[src/rtl/bnn_add_pkg.sv]
// Shared helpers for the streaming adder tree: tree sizing and wrap/clamp addition.
package bnn_add_pkg;

  localparam int unsigned WIDTH_IN_DEF = 8;
  localparam int unsigned ELEM_W       = WIDTH_IN_DEF + 11;

  typedef logic signed [ELEM_W-1:0] elem_t;

  function automatic int unsigned clog4(input int unsigned n);
    int unsigned s;
    int unsigned cap;
    s   = 0;
    cap = 1;
    while (cap < n) begin
      cap = cap * 4;
      s++;
    end
    return s;
  endfunction

  // Number of partial sums present after k reduction levels.
  function automatic int unsigned level_n(input int unsigned lanes, input int unsigned k);
    int unsigned n;
    n = lanes;
    for (int unsigned i = 0; i < k; i++) n = (n + 3) / 4;
    return n;
  endfunction

  // Operands are w-bit values sign-extended to 64 bits; result is w-bit wrapped or clamped.
  function automatic logic signed [63:0] sat_add(input logic signed [63:0] a,
                                                 input logic signed [63:0] b,
                                                 input int unsigned w,
                                                 input bit sat);
    logic signed [63:0] sum;
    logic signed [63:0] hi;
    logic signed [63:0] lo;
    sum = a + b;
    hi  = (64'sd1 <<< (w - 1)) - 64'sd1;
    lo  = -hi - 64'sd1;
    if (sat) begin
      if (sum > hi) return hi;
      if (sum < lo) return lo;
      return sum;
    end
    return (sum <<< (64 - w)) >>> (64 - w);
  endfunction

endpackage

[src/rtl/add_tree_stage.sv]
// One registered 4-ary reduction level; valid and last flags travel alongside the sums.
module add_tree_stage #(
  parameter int unsigned N_IN = 16,
  parameter int unsigned W    = 19
) (
  input  logic                         clk,
  input  logic                         rst_n,
  input  logic                         en,
  input  logic                         in_valid,
  input  logic                         in_last,
  input  logic [N_IN*W-1:0]            in_data,
  output logic                         out_valid,
  output logic                         out_last,
  output logic [((N_IN+3)/4)*W-1:0]    out_data
);

  localparam int unsigned N_OUT = (N_IN + 3) / 4;

  logic [N_OUT*4*W-1:0] padded;
  logic [N_OUT*W-1:0]   sums;

  // Zero-padding supplies the missing inputs of a short final group.
  assign padded = (N_OUT*4*W)'(in_data);

  always_comb begin
    sums = '0;
    for (int unsigned g = 0; g < N_OUT; g++)
      for (int unsigned j = 0; j < 4; j++)
        sums[g*W +: W] = sums[g*W +: W] + padded[(g*4+j)*W +: W];
  end

  always_ff @(posedge clk) begin
    if (!rst_n) begin
      out_valid <= 1'b0;
      out_last  <= 1'b0;
      out_data  <= '0;
    end else if (en) begin
      out_valid <= in_valid;
      out_last  <= in_last;
      out_data  <= sums;
    end
  end

endmodule

[src/rtl/add_tree_accum.sv]
// Streaming signed vector reduction: beat counter, last-beat lane mask, adder tree, accumulator.
module add_tree_accum
  import bnn_add_pkg::*;
#(
  parameter int unsigned WIDTH_IN = 8,
  parameter int unsigned LANES    = 16,
  parameter int unsigned N_TOTAL  = 784,
  parameter int unsigned ACC_W    = WIDTH_IN + 11,
  parameter int unsigned SATURATE = 0
) (
  input  logic                            clk,
  input  logic                            rst_n,
  input  logic                            in_valid,
  output logic                            in_ready,
  input  logic [LANES*(WIDTH_IN+11)-1:0]  in_data,
  output logic                            out_valid,
  input  logic                            out_ready,
  output logic signed [ACC_W-1:0]         out_sum
);

  localparam int unsigned EW     = WIDTH_IN + 11;
  localparam int unsigned BEATS  = (N_TOTAL + LANES - 1) / LANES;
  localparam int unsigned S      = clog4(LANES);
  localparam int unsigned LAST_N = N_TOTAL - (BEATS - 1) * LANES;
  localparam int unsigned CW     = (BEATS > 1) ? $clog2(BEATS) : 1;

  logic [CW-1:0]            cnt;
  logic                     advance;
  logic                     accept;
  logic                     is_last;
  logic [LANES*ACC_W-1:0]   ext;
  logic signed [ACC_W-1:0]  acc;
  logic signed [ACC_W-1:0]  tsum;
  logic signed [ACC_W-1:0]  nsum;

  // A pending, unconsumed result freezes the entire pipeline.
  assign advance  = !(out_valid && !out_ready);
  assign in_ready = rst_n && advance;
  assign accept   = in_valid && in_ready;
  assign is_last  = (cnt == CW'(BEATS - 1));

  always_comb begin
    ext = '0;
    for (int unsigned i = 0; i < LANES; i++)
      if (!is_last || i < LAST_N)
        ext[i*ACC_W +: ACC_W] = ACC_W'($signed(in_data[i*EW +: EW]));
  end

  // Level 0 is the masked input; each later level is one registered reduction.
  for (genvar k = 0; k <= S; k++) begin : lvl
    localparam int unsigned N = level_n(LANES, k);
    logic [N*ACC_W-1:0] d;
    logic               v;
    logic               l;
    if (k == 0) begin : src
      assign d = ext;
      assign v = accept;
      assign l = is_last;
    end else begin : red
      add_tree_stage #(
        .N_IN (level_n(LANES, k - 1)),
        .W    (ACC_W)
      ) u_stage (
        .clk       (clk),
        .rst_n     (rst_n),
        .en        (advance),
        .in_valid  (lvl[k-1].v),
        .in_last   (lvl[k-1].l),
        .in_data   (lvl[k-1].d),
        .out_valid (v),
        .out_last  (l),
        .out_data  (d)
      );
    end
  end

  assign tsum = lvl[S].d;
  assign nsum = ACC_W'(sat_add(64'(acc), 64'(tsum), ACC_W, SATURATE != 0));

  always_ff @(posedge clk) begin
    if (!rst_n) begin
      cnt       <= '0;
      acc       <= '0;
      out_sum   <= '0;
      out_valid <= 1'b0;
    end else begin
      if (out_valid && out_ready) out_valid <= 1'b0;
      if (advance && lvl[S].v) begin
        if (lvl[S].l) begin
          out_sum   <= nsum;
          out_valid <= 1'b1;
          acc       <= '0;
        end else begin
          acc <= nsum;
        end
      end
      if (accept) cnt <= is_last ? '0 : cnt + 1'b1;
    end
  end

endmodule

[config.mk]
export PLATFORM = sky130hd
export DESIGN_NAME = add_tree_accum
export DESIGN_NICKNAME = d
export VERILOG_FILES = /design/src/rtl/bnn_add_pkg.sv /design/src/rtl/add_tree_stage.sv /design/src/rtl/add_tree_accum.sv
export SDC_FILE = /design/constraint.sdc
export NUM_CORES = 1
export LEC_CHECK = 0
export BUFFER_PORTS_ARGS = -buffer_cell sky130_fd_sc_hd__clkbuf_2
export CELL_PAD_IN_SITES_DETAIL_PLACEMENT = 1
export CELL_PAD_IN_SITES_GLOBAL_PLACEMENT = 1
export CORE_ASPECT_RATIO = 0.75
export CORE_MARGIN = 5
export CORE_UTILIZATION = 40
export CTS_BUF_LIST = sky130_fd_sc_hd__clkbuf_2
export DETAILED_ROUTE_END_ITERATION = 10
export PLACE_DENSITY = 0.82
export SLEW_MARGIN = 5
export SYNTH_ARGS = -nofsm -noshare
export SYNTH_HDL_FRONTEND = slang
export SYNTH_SLANG_ARGS = --single-unit
[constraint.sdc]
create_clock -name clk -period 4.1 [get_ports clk]
set_input_delay 0.205 -clock clk [delete_from_list [all_inputs] [get_ports clk]]
set_output_delay 0.205 -clock clk [all_outputs]
set_load 0.05 [all_outputs]
* Word-level counts from Yosys, hierarchy flattened *
Index checks and enable logic that the tools add are counted.

word-level totals
  register bits after elaboration = 144
  output and inout bits = 21

operators by class
  $add $sub $neg = 17
  equal/unequal tests = 1
  mux-type cells = 5
  reductions and logical operators = 8

operators by type and width
  cell                 number
  $add 19x19->19       16
  $mux 19              1
  $add 6x1->6 const B  1
  $eq 6x6->1 const B   1
  $mux 6               1
  $logic_and 1x1->1    5
  $mux 1               3
  $logic_not 1->1      2
  $reduce_and 2->1     1

* Logic depth before layout (Yosys ltp) *
  depth in word-level cells = 5
  depth in mapped cells = 14
  gate-level depth less buffers = 13

* By module *
A second synthesis with hierarchy kept.

second synthesis, totals
  cell total of the unflattened synthesis = 1880
  area total of the unflattened synthesis = 15733.8 µm²

by module, submodules not included
  module                               instances  cells each  area an instance (µm²)  seq. area each (µm²)
  add_tree_stage (lvl[1].red.u_stage)  1          1255        10447.5                 1561.5
  add_tree_stage (lvl[2].red.u_stage)  1          318         2666.3                  420.4
  add_tree_accum                       1          307         2620.0                  900.9

* Worst setup path after synthesis *
No wires, ideal clock.

  path type = reg-to-reg
  from = register lvl[1].red.u_stage.out_data[2]
  to = register lvl[2].red.u_stage.out_data[18]
  arrival = 3165 ps
  required time = 3988 ps
  setup slack = 823 ps
  stages on the path, launching flop included = 14
  path buffers = 0
  period minus slack after synthesis = 3277 ps
  cells stage by stage = dfxtp_1 inv_1 fa_1 fa_1 inv_1 ha_1 a211o_1 a211oi_2 o21ai_1 a21oi_2 nor3b_1 a211oi_2 nor2_1 a2111oi_1

on the way
  word-level cells in the longest chain between the ends = 3

RTL lines
  item                         line                  source
  from (decl)                  add_tree_stage.sv:14  output logic [((N_IN+3)/4)*W-1:0] out_data
  from (signal assigned)       add_tree_stage.sv:40  out_data <= sums;
  $add 19x19->19 (3 in a row)  add_tree_stage.sv:29  sums[g*W +: W] = sums[g*W +: W] + padded[(g*4+j)*W +: W];
  to (signal assigned)         add_tree_stage.sv:40
  to (decl)                    add_tree_stage.sv:14

No other way between the ends.
A chain may end at the register's enable or synchronous reset.

* Worst setup path after layout *
Ends and elaborated chain as after synthesis.

==> impl_metrics.csv <==
group,metric,value,unit
timing,min_period,3.68,ns
die,fp.dieH,177,µm
setup_path,rr_worst_depth,13,
power,power.density,637,mW/mm²
timing,hold_viol,0,
setup_path,required,4.77,ns
yosys,synth_most_common_cell,"inv_1",
die,rows,61,
placed_design,gp_congestion,0.882,
yosys,async_flop_share,0,
outcome,status,"finished, final reports clean",
die,start_util,0.404,
clock_tree,htreeDepth,4,
power,intPower,5.81,mW
placed_design,dp_slack,0.342,ns
die,die_area,0.0414,mm²
global_route,grt.total_usage,0.209,
clock_tree,hold_buffers,19,
finish,multi_input_area,0.0101,mm²
yosys,ys_top_cells_by_area,"fa_1 24%, dfxtp_1 19%, inv_1 12%",
clock_tree,clockBufferDepth,2,
global_route,grt_pass1_vias,14400,
die,die_w,233,µm
timing,finalSetupViolations,0,
placed_design,dp_hpwl,36.6,mm
detailed_routing,routed_wl,43.0,mm
global_route,use_met2,0.382,
global_route,gr-total-overflow,0,
detailed_routing,via_per_inst,4.83,
timing,clock.fmax,271,MHz
finish,seq_area,0.00288,mm²
yosys,yosysTopAreaCell,"fa_1",
finish,fill_cells,4656,
detailed_routing,wl_per_cell,15.9,µm
timing,finClkSkew,0.0366,ns
yosys,synth_edf_count,0,
yosys,synth_seq_cells,144,
clock_tree,clkSinkCount,144,
yosys,syn_area,0.0150,mm²
power,power.leakage,9.44,nW
yosys,synth_cells,1846,
setup_path,cp-end-kind,"register",
yosys,avgSynthCellArea,8.11,µm²
clock_tree,cts_buffers,17,
power,seqPwrFrac,0.188,
finish,finish.instance_area,0.0176,mm²
setup_path,crit_path_end,"lvl[2].red.u_stage.out_data[18]$_SDFFE_PN0N_",
setup_path,r2r-end,"lvl[2].red.u_stage.out_data[18]$_SDFFE_PN0N_",
yosys,syn_nets,2445,
timing,finalWorstSetupSlack,0.416,ns
yosys,synth_common_cells,"494 x inv_1, 183 x nand2_1, 181 x fa_1",
placed_design,numPortBuffers,328,
setup_path,arrival,4.35,ns
clock_tree,cts_tree,"yes",
yosys,synth.distinct_cells,58,
die,io_pins,329,
clock_tree,cts_resized,0,
timing,maxSlewViolCount,0,
setup_path,cp-startpoint,"lvl[1].red.u_stage.out_data[2]$_SDFFE_PN0N_",
finish,synthToLayoutAreaGrowth,17.8,%
setup_path,cp_max_fo,3,
finish,nNetsFinal,2780,
power,p_comb_frac,0.730,
detailed_routing,dr.pass1.iters,5,
detailed_routing,drt_iter0_drc,494,
clock_tree,clk_latency,0.78,ns
yosys,ys.flop_type,"dfxtp_1",
detailed_routing,ant_nets,0,
flow_run,drv_cap,0,
global_route,grt.met1_usage,0.266,
timing,slew_headroom,0.353,
placed_design,placed_cell_area,0.0172,mm²
global_route,busiest_layer,"met2",
global_route,antenna_found_initial,1,
timing,worstMarginPinSlew,0.970,ns
power,finalPower,11.2,mW
timing,grt_setup_unrepaired,"false",
setup_path,start_kind,"register",
timing,finalSetupTns,0,ns
global_route,grt_pass1_wl,70.4,mm
yosys,yosysTopAreaCellShare,0.242,
setup_path,crit_type,"reg -> reg",
global_route,grt_use_met3,0.0328,
global_route,grt_max_degree,72,
power,peakVddDrop,499,µV
power,power.switching,5.43,mW
timing,period_share,0.898,
worst_hold_path,hold_path_class,"in -> reg",
yosys,synth_seq_area_share,0.193,
yosys,synth-warning-count,0,
finish,drive_gt1_frac,0.175,
setup_path,r2r_slack,0.42,ns
clock_tree,path_clk_slew,0.24,ns
detailed_routing,num_vias,13100,
setup_path,r2r_start,"lvl[1].red.u_stage.out_data[2]$_SDFFE_PN0N_",
clock_tree,root_buffer,"clkbuf_2",
power,p_clk_frac,0.081,
clock_tree,post-cts-setup-buffers,0,
detailed_routing,drt_drc_violations_left,0,
power,p_sw_frac,0.483,
die,coreArea,0.0370,mm²
[per-layer routing]
metal,wire [µm],up-vias,part of all wire
met1,18800,6399,0.44
met4,544,0,0.013
met2,22300,191,0.52
met3,1450,34,0.034
met5,0,-,0
li1,-,6430,-
[worst min path at each step]
stage / start / endpoint / slack (ns) / cells past startpoint
after floorplan: in_valid / lvl[1].red.u_stage.out_valid$_SDFFE_PN0N_ / 0.40 / 2
after global placement: lvl[1].red.u_stage.out_data[24]$_SDFFE_PN0N_ / lvl[1].red.u_stage.out_data[24]$_SDFFE_PN0N_ / 0.44 / 2
after detailed placement: lvl[1].red.u_stage.out_data[25]$_SDFFE_PN0N_ / lvl[1].red.u_stage.out_data[25]$_SDFFE_PN0N_ / 0.45 / 2
after CTS: in_data[38] / lvl[1].red.u_stage.out_data[0]$_SDFFE_PN0N_ / 0.004 / 5
after global routing: in_data[19] / lvl[1].red.u_stage.out_data[0]$_SDFFE_PN0N_ / 0.008 / 5
final: in_data[19] / lvl[1].red.u_stage.out_data[0]$_SDFFE_PN0N_ / 0.07 / 5
[power by group through the flow]
stage          sequential (mW)  clock [mW]  combinational [mW]
6_report                  2.12       0.912                8.21
5_1_grt                   2.17        1.01                9.32
4_1_cts                   2.12       0.937                8.28
3_5_place_dp              2.15           0                8.16
3_3_place_gp              2.13           0                7.83
2_1_floorplan             2.05           0                6.21
[final cells by class]
type                    instances  share of cell area
diodes                          2            0.000284
clock inverters                14             0.00951
flip-flops and latches        144               0.163
repair buffers                357               0.108
multi-input cells            1166               0.572
inverters                     495               0.105
clock buffers                  18             0.00511
well taps                     504              0.0358
[kinds of logic after synthesis]
logic type / share of synthesized area
compound gates: 0.163
xor+xnor: 0.0615
fa+ha+maj: 0.334
buf+inv: 0.134
flops: 0.193
mux: 0.00276
simple gates: 0.111
[per-stage QoR]
| step | hold slack (ns) | cells | util |
|---|---|---|---|
| floorplan | 0.396 | 1846 | - |
| global placement | 0.440 | 2645 | 0.464 |
| detailed placement | 0.447 | 2645 | 0.464 |
| CTS | 0.00369 | 2696 | 0.476 |
| global route | 0.00822 | 2699 | 0.476 |
| finish | 0.0671 | 2700 | 0.476 |
[placed cells by master (no fill, tap or decap), types with 7 or more instances in the layout]
cell and instances:
nor2_1 75, clkbuf_2 346, o21ai_0 91, dlygate4sd3_1 21, o21a_1 13, nor2b_1 9, a22o_1 7, o21bai_1 11
inv_1 494, a21o_1 51, xnor2_1 74, nand3_1 32, and3_1 10, buf_4 8, fa_1 181, nor3b_1 9
a211oi_1 20, a31oi_1 13, nand2_1 183, nor3_1 11, nand4_1 11, dfxtp_1 144, nand2b_1 13, a21oi_1 132
a22oi_1 7, or3_1 7, xor2_1 31, ha_1 110
[state kept, by name (all words and copies together), names as in the netlist]
register	cells
out_sum	19
lvl.red.u_stage.out_last	2
out_valid	1
acc	19
cnt	6
lvl.red.u_stage.out_data	95
lvl.red.u_stage.out_valid	2
[worst max-delay path: stages (launching register included)]
cell       delay (ns)
dfxtp_1          0.38
inv_1            0.06
fa_1             0.50
fa_1             0.53
inv_1            0.05
ha_1             0.29
a211o_1          0.36
a211oi_2         0.33
o21ai_1          0.15
a21oi_2          0.20
nor3b_1          0.09
a211oi_2         0.22
nor2_1           0.07
a2111oi_1        0.36
Note: power is estimated with default switching activity, not from simulation.
